===== config.mk =====
export PLATFORM = sky130hd
export DESIGN_NAME = wb_daq_channel_arbiter
export DESIGN_NICKNAME = d
export VERILOG_FILES = /design/src/rtl/wb_daq_channel_arbiter_pkg.sv /design/src/rtl/wb_daq_channel_arbiter_rr_picker.sv /design/src/rtl/wb_daq_channel_arbiter.sv
export SDC_FILE = /design/constraint.sdc
export NUM_CORES = 1
export LEC_CHECK = 0
export BUFFER_PORTS_ARGS = -buffer_cell sky130_fd_sc_hd__buf_2
export CAP_MARGIN = 20
export CORE_AREA = 2 2 147 149
export DETAILED_ROUTE_END_ITERATION = 10
export DIE_AREA = 0 0 149 151
export GPL_ROUTABILITY_DRIVEN = 0
export MAX_ROUTING_LAYER = met4
export PLACE_DENSITY_LB_ADDON = 0.25
export SLEW_MARGIN = 20
export SYNTH_ARGS = -nofsm -noshare
export SYNTH_HDL_FRONTEND = slang
export SYNTH_SLANG_ARGS = --single-unit

===== constraint.sdc =====
create_clock -name wb_clk -period 2.05 [get_ports wb_clk]
set_clock_uncertainty 0.1 [all_clocks]
set_input_delay 0.205 -clock wb_clk [delete_from_list [all_inputs] [get_ports wb_clk]]
set_output_delay 0.205 -clock wb_clk [all_outputs]
set_load 0.1 [all_outputs]

===== src/rtl/wb_daq_channel_arbiter_pkg.sv =====
// Shared definitions for the DAQ channel arbiter.
//   - state_t          : arbiter FSM state encoding (3 bits)
//   - TXN_PER_SAMPLE_DEFAULT / TIMEOUT_DEFAULT : default parameter values
//   - CTRL_ERR_CLR_BIT : control_reg bit that clears the sticky timeout flag
//   - MASTER_SEL_ALL   : byte-select value driven to the bus master
//   - wrap_add()       : (base + off) mod n for base, off < n
package wb_daq_channel_arbiter_pkg;

  typedef enum logic [2:0] {
    ST_IDLE  = 3'd0,
    ST_ISSUE = 3'd1,
    ST_WAIT  = 3'd2,
    ST_DONE  = 3'd3,
    ST_ERROR = 3'd4
  } state_t;

  localparam int TXN_PER_SAMPLE_DEFAULT = 5;
  localparam int TIMEOUT_DEFAULT        = 1024;
  localparam int CTRL_ERR_CLR_BIT       = 31;
  localparam logic [3:0] MASTER_SEL_ALL = 4'hF;

  // Both operands are already below n, so one conditional subtract
  // replaces a general modulo.
  function automatic int wrap_add(input int base, input int off, input int n);
    int s;
    s = base + off;
    return (s >= n) ? s - n : s;
  endfunction

endpackage


===== src/rtl/wb_daq_channel_arbiter_rr_picker.sv =====
// Combinational round-robin priority select.
//   req        : per-channel eligible requests
//   rr_ptr     : index that has highest priority this cycle
//   winner     : one-hot of the first requester at or after rr_ptr (wrapping)
//   winner_idx : binary index of that requester
//   any_req    : at least one request is present
module wb_daq_rr_picker
  import wb_daq_channel_arbiter_pkg::*;
#(
  parameter int NUM_CHANNELS = 4,
  parameter int PTR_W        = (NUM_CHANNELS > 1) ? $clog2(NUM_CHANNELS) : 1
) (
  input  logic [NUM_CHANNELS-1:0] req,
  input  logic [PTR_W-1:0]        rr_ptr,
  output logic [NUM_CHANNELS-1:0] winner,
  output logic [PTR_W-1:0]        winner_idx,
  output logic                    any_req
);

  logic [PTR_W-1:0] probe_idx;

  // Scan from the farthest offset back to rr_ptr so the nearest requester
  // is the last one written and therefore the one that sticks.
  always_comb begin
    winner_idx = '0;
    any_req    = 1'b0;
    probe_idx  = '0;
    for (int k = NUM_CHANNELS - 1; k >= 0; k--) begin
      probe_idx = PTR_W'(wrap_add(int'(rr_ptr), k, NUM_CHANNELS));
      if (req[probe_idx]) begin
        winner_idx = probe_idx;
        any_req    = 1'b1;
      end
    end
  end

  for (genvar gi = 0; gi < NUM_CHANNELS; gi++) begin : g_onehot
    assign winner[gi] = any_req && (winner_idx == PTR_W'(gi));
  end

endmodule


===== src/rtl/wb_daq_channel_arbiter.sv =====
// Round-robin arbiter sharing one DAQ Wishbone bus master among channels.
// One sample is accepted per grant, handed to the bus master with the
// channel's descriptor base as a one-cycle start, and completion is tracked
// by counting falling edges of the master's cyc line.
//   wb_clk, wb_rst   : clock, synchronous active-high reset
//   control_reg      : [NUM_CHANNELS-1:0] channel enables, [31] error clear
//   base_addresses   : per-channel descriptor base, channel i at [i*aw +: aw]
//   ch_valid/ch_data : per-channel sample sources; ch_ready is one-hot accept
//   master_*         : start pulse, address, data, select, write to bus master
//   master_cyc       : bus master wb_cyc_o
//   grant            : one-hot granted channel, held from ISSUE through DONE
//   busy             : arbiter not idle
//   sample_done      : one-cycle pulse on successful completion
//   timeout_err      : sticky flag, set when the bus master stalls too long
module wb_daq_channel_arbiter
  import wb_daq_channel_arbiter_pkg::*;
#(
  parameter int NUM_CHANNELS   = 4,
  parameter int dw             = 32,
  parameter int aw             = 32,
  parameter int TXN_PER_SAMPLE = TXN_PER_SAMPLE_DEFAULT,
  parameter int TIMEOUT        = TIMEOUT_DEFAULT
) (
  input  logic                       wb_clk,
  input  logic                       wb_rst,
  input  logic [dw-1:0]              control_reg,
  input  logic [NUM_CHANNELS*aw-1:0] base_addresses,
  input  logic [NUM_CHANNELS-1:0]    ch_valid,
  input  logic [NUM_CHANNELS*dw-1:0] ch_data,
  output logic [NUM_CHANNELS-1:0]    ch_ready,
  output logic                       master_start,
  output logic [aw-1:0]              master_address,
  output logic [dw-1:0]              master_data_wr,
  output logic [3:0]                 master_selection,
  output logic                       master_write,
  input  logic                       master_cyc,
  output logic [NUM_CHANNELS-1:0]    grant,
  output logic                       busy,
  output logic                       sample_done,
  output logic                       timeout_err
);

  localparam int PTR_W = (NUM_CHANNELS > 1) ? $clog2(NUM_CHANNELS) : 1;
  localparam int TXN_W = $clog2(TXN_PER_SAMPLE + 1);
  localparam int TMR_W = $clog2(TIMEOUT) + 1;

  state_t                  state_reg, state_next;
  logic [PTR_W-1:0]        rr_ptr_reg, rr_ptr_next;
  logic [PTR_W-1:0]        grant_idx_reg, grant_idx_next;
  logic [NUM_CHANNELS-1:0] grant_reg, grant_next;
  logic [aw-1:0]           addr_reg, addr_next;
  logic [dw-1:0]           data_reg, data_next;
  logic [TXN_W-1:0]        txn_cnt_reg, txn_cnt_next;
  logic [TMR_W-1:0]        timer_reg, timer_next;
  logic                    low_seen_reg, low_seen_next;
  logic                    err_reg, err_next;
  logic                    cyc_q_reg;

  logic [NUM_CHANNELS-1:0] req, winner;
  logic [PTR_W-1:0]        winner_idx;
  logic                    any_req;
  logic                    cyc_fall, txn_last, timer_last, err_set;

  logic [dw-1:0] data_lane [NUM_CHANNELS];
  logic [aw-1:0] addr_lane [NUM_CHANNELS];

  // Only the enable bits and the error-clear bit carry meaning.
  logic unused_ctrl;
  assign unused_ctrl = ^control_reg;

  for (genvar gi = 0; gi < NUM_CHANNELS; gi++) begin : g_lane
    assign req[gi]       = ch_valid[gi] & control_reg[gi];
    assign data_lane[gi] = ch_data[gi*dw +: dw];
    assign addr_lane[gi] = base_addresses[gi*aw +: aw];
  end

  wb_daq_rr_picker #(
    .NUM_CHANNELS(NUM_CHANNELS),
    .PTR_W       (PTR_W)
  ) u_picker (
    .req       (req),
    .rr_ptr    (rr_ptr_reg),
    .winner    (winner),
    .winner_idx(winner_idx),
    .any_req   (any_req)
  );

  assign cyc_fall   = cyc_q_reg & ~master_cyc;
  assign txn_last   = (txn_cnt_reg == TXN_W'(TXN_PER_SAMPLE - 1));
  assign timer_last = (timer_reg == TMR_W'(TIMEOUT - 1));

  always_ff @(posedge wb_clk) begin
    if (wb_rst) begin
      state_reg     <= ST_IDLE;
      rr_ptr_reg    <= '0;
      grant_idx_reg <= '0;
      grant_reg     <= '0;
      addr_reg      <= '0;
      data_reg      <= '0;
      txn_cnt_reg   <= '0;
      timer_reg     <= '0;
      low_seen_reg  <= 1'b0;
      err_reg       <= 1'b0;
      cyc_q_reg     <= 1'b0;
    end else begin
      state_reg     <= state_next;
      rr_ptr_reg    <= rr_ptr_next;
      grant_idx_reg <= grant_idx_next;
      grant_reg     <= grant_next;
      addr_reg      <= addr_next;
      data_reg      <= data_next;
      txn_cnt_reg   <= txn_cnt_next;
      timer_reg     <= timer_next;
      low_seen_reg  <= low_seen_next;
      err_reg       <= err_next;
      cyc_q_reg     <= master_cyc;
    end
  end

  always_comb begin
    state_next     = state_reg;
    rr_ptr_next    = rr_ptr_reg;
    grant_idx_next = grant_idx_reg;
    grant_next     = grant_reg;
    addr_next      = addr_reg;
    data_next      = data_reg;
    txn_cnt_next   = txn_cnt_reg;
    timer_next     = timer_reg;
    low_seen_next  = low_seen_reg;
    err_set        = 1'b0;

    ch_ready     = '0;
    master_start = (state_reg == ST_ISSUE);
    sample_done  = (state_reg == ST_DONE);
    busy         = (state_reg != ST_IDLE);

    case (state_reg)
      ST_IDLE: begin
        // ch_ready is the handshake: whenever a winner exists it is accepted.
        if (!wb_rst) ch_ready = winner;
        if (any_req) begin
          addr_next      = addr_lane[winner_idx];
          data_next      = data_lane[winner_idx];
          grant_next     = winner;
          grant_idx_next = winner_idx;
          state_next     = ST_ISSUE;
        end
      end
      ST_ISSUE: begin
        txn_cnt_next = '0;
        timer_next   = '0;
        state_next   = ST_WAIT;
      end
      ST_WAIT: begin
        timer_next = timer_reg + 1'b1;
        if (cyc_fall) txn_cnt_next = txn_cnt_reg + 1'b1;
        // Completion is tested first so it wins over a timeout on the
        // final timer cycle.
        if (cyc_fall && txn_last) begin
          state_next = ST_DONE;
        end else if (timer_last) begin
          err_set       = 1'b1;
          low_seen_next = 1'b0;
          state_next    = ST_ERROR;
        end
      end
      ST_DONE: begin
        grant_next  = '0;
        rr_ptr_next = PTR_W'(wrap_add(int'(grant_idx_reg), 1, NUM_CHANNELS));
        state_next  = ST_IDLE;
      end
      ST_ERROR: begin
        // Release the bus only after the master has been idle for two
        // consecutive cycles, so a late cycle cannot overlap a new sample.
        if (master_cyc) begin
          low_seen_next = 1'b0;
        end else if (low_seen_reg) begin
          low_seen_next = 1'b0;
          grant_next    = '0;
          rr_ptr_next   = PTR_W'(wrap_add(int'(grant_idx_reg), 1, NUM_CHANNELS));
          state_next    = ST_IDLE;
        end else begin
          low_seen_next = 1'b1;
        end
      end
      default: state_next = ST_IDLE;
    endcase

    if (err_set)                           err_next = 1'b1;
    else if (control_reg[CTRL_ERR_CLR_BIT]) err_next = 1'b0;
    else                                   err_next = err_reg;
  end

  assign grant            = grant_reg;
  assign master_address   = addr_reg;
  assign master_data_wr   = data_reg;
  assign master_selection = MASTER_SEL_ALL;
  assign master_write     = 1'b1;
  assign timeout_err      = err_reg;

endmodule


==> flow_summary.json <==
{
  "nets": 1383,
  "h-tree-depth": 3,
  "seq_area_sq_um": 1851,
  "synth_xor_area_frac": 0.003104,
  "pwr-share-seq": 0.259,
  "clk_pin_slew_ns": 0.07,
  "nFillCells": 2050,
  "p_comb_frac": 0.528,
  "num_vias": 7326,
  "synth.distinct_cells": 55,
  "synth_adder_area_share": 0.006652,
  "grt_use_total": 0.2462,
  "cts_tree": "built",
  "wl_mm": 29.24,
  "ys_warn_count": 0,
  "die-area_sq_um": 22500,
  "met3_usage": 0.04518,
  "post-route-period-util": 1.111,
  "hp-class": "primary input to register",
  "layout_common_cells": "buf_2, nor2_1, dfxtp_1",
  "finalCriticalPeriod_ns": 2.277,
  "switching_share": 0.4742,
  "synthArstFlopShare": 0,
  "critical_path_arrival_ns": 1.97,
  "overflow": 0,
  "antenna_found_initial": 7,
  "synth_mux_area_frac": 0.009756,
  "avgSynthCellArea_sq_um": 7.925,
  "ys_seq_area_frac": 0.3264,
  "cts-root-buf": "clkbuf_16",
  "cp_cell_sequence": "buf_6, and3b_1, a2111o_2, buf_12, and2_4, nor2_4, buf_12",
  "clk_path_buf_depth": 2,
  "ant_nets": 0,
  "netSwitchingPower_mw": 3.903,
  "setup_slack_ns": -0.2266,
  "hold_violations": 0,
  "whs_ns": 0.01630,
  "p_leak_nw": 4.520,
  "fin_util": 0.4927,
  "grt_pass1_wl_mm": 40.68,
  "cts_sinks": 92,
  "synth_edf_count": 0,
  "use_met1": 0.2749,
  "hpwlAfterDp_mm": 18.00,
  "critPathMostFrequentCell": "buf_12",
  "clkPwrFrac": 0.213,
  "grt_pass1_vias": 6994,
  "worstPathMaxFanout": 3,
  "crit_slowest_cell": "a2111o_2",
  "report.final.slew_viol_count": 0,
  "die_y_microns": 151,
  "status": "finished, violations left",
  "maxCapViolCount": 0,
  "io_buffers": 343,
  "dr.pass1.iters": 4,
  "grt_busiest_layer": "met2",
  "use_met2": 0.4290,
  "grt_max_degree": 60,
  "worstMarginPinSlew_ns": 0.9067,
  "synth_compound_area_frac": 0.3878,
  "die_width_microns": 149,
  "multi_input_area_sq_um": 4568,
  "violations": "setup timing",
  "setup_viol": 67,
  "irDropWorstVdd_v": 0.0003615,
  "synthesis.area_sq_um": 5643,
  "fmax_ghz": 0.4392,
  "synth-simple-area-share": 0.1931,
  "dp_slack_ns": -0.4100,
  "drt_iter0_drc": 296,
  "cts_buffers": 9,
  "end_kind": "output port",
  "power_density_nw_per_um2": 802.3,
  "drive_above_1_share": 0.5969,
  "num_io_pins": 376,
  "core_sq_um": 20820,
  "synth_cells": 712,
  "p_int_mw": 4.328,
  "drc": 0,
  "num_rows": 53,
  "mostFrequentLayoutCell": "buf_2",
  "relSlewSlack": 0.3955,
  "worst-setup-path-type": "register to output port",
  "rsz0062_at_grt": "true",
  "startpoint_type": "register",
  "synth-main-ff-cell": "dfxtp_1",
  "start_util": 0.2710,
  "layout-area-overhead-vs-synth_pct": 81.82,
  "finalPower_mw": 8.231,
  "ys_ff_latch": 92,
  "synth_top_family_by_area": "compound AO/OA/AOI/OAI gates",
  "fin_setup_tns_ns": -6.799,
  "avgRoutedWirePerCell_microns": 21.33,
  "clk_latency_ns": 0.35,
  "via_per_inst": 5.344,
  "critPathRequiredTime_ns": 1.75,
  "slowest_delay_ns": 0.40
}
cell usage after synthesis, types with 4 or more instances:
library cell   n  share of area
nor2_1        98          0.065
dfxtp_1       92           0.33
a211oi_1      68          0.090
and3_1        66          0.073
a221oi_1      64          0.099
o21ai_1       64          0.057
clkbuf_1      59          0.039
a21boi_1      33          0.044
a21boi_0      30          0.040
nand2_1       19          0.013
a21oi_1       18          0.016
buf_2          9         0.0080
buf_4          8          0.011
nand3_1        8         0.0071
inv_1          7         0.0047
buf_6          5          0.010
nor3_1         5         0.0044
and2_1         4         0.0044
o21ai_0        4         0.0035
cell type report:
| type | instances | share of cell area |
|---|---|---|
| Antenna cell | 7 | 0.001707 |
| Clock buffer | 9 | 0.02195 |
| Clock inverter | 6 | 0.006951 |
| Inverter | 7 | 0.002561 |
| Multi-Input combinational cell | 537 | 0.4452 |
| Sequential cell | 92 | 0.1804 |
| Tap cell | 275 | 0.03354 |
| Timing Repair Buffer | 438 | 0.3077 |
critical path: cells and delay by family, from the launching register on:
family | cells | cell delay [ns]
DFF | 1 | 0.35
AOI/OAI and AO/OA | 1 | 0.40
and+or+nand+nor | 3 | 0.44
buffers and inverters | 3 | 0.43
worst paths after layout:
path	from	endpoint	slack [ns]	cells past startpoint
max	rr_ptr_reg[0]$_SDFFE_PP0P_	ch_ready[1]	-0.23	7
max reg2reg	rr_ptr_reg[0]$_SDFFE_PP0P_	master_data_wr[16]$_SDFFE_PP0P_	-0.17	10
min reg2reg	timeout_err$_SDFFE_PP0P_	timeout_err$_SDFFE_PP0P_	0.37	2
min	control_reg[31]	timeout_err$_SDFFE_PP0P_	0.02	3
metal layers:
metal  part of all wire  vias up
met2               0.51      296
met1               0.39     3497
met5                  0        -
li1                   -     3464
met3              0.055       69
met4              0.039        0
power groups by stage:
stage / sequential, mW / clock [mW] / combinational [mW]
finish: 2.13 / 1.76 / 4.35
global route: 2.15 / 1.87 / 4.53
CTS: 2.13 / 1.80 / 4.00
detailed placement: 2.17 / 0 / 3.51
global placement: 2.16 / 0 / 3.50
floorplan: 3.62 / 0 / 1.14
metrics by stage:
step,cell area (sq um),instances
floorplan,5718,716
global placement,8065,1307
detailed placement,8065,1307
CTS,9443,1356
global route,10260,1371
finish,10260,1371
cells by family after synthesis:
logic type | after synthesis
other | 1
buffers and inverters | 88
DFF | 92
AOI/OAI and AO/OA | 302
muxes | 5
xor gates and xnor gates | 2
and+or+nand+nor | 219
adders and majority gates | 3
what timing repair did:
action	4_1_cts	5_1_grt
setup endpoints to repair	69	69
gates resized for setup	121	138
setup buffers	18	10
pin swaps	82	74
gates cloned	16	6
hold buffers	0	0
No activity file was read; power rests on OpenSTA's default activity.
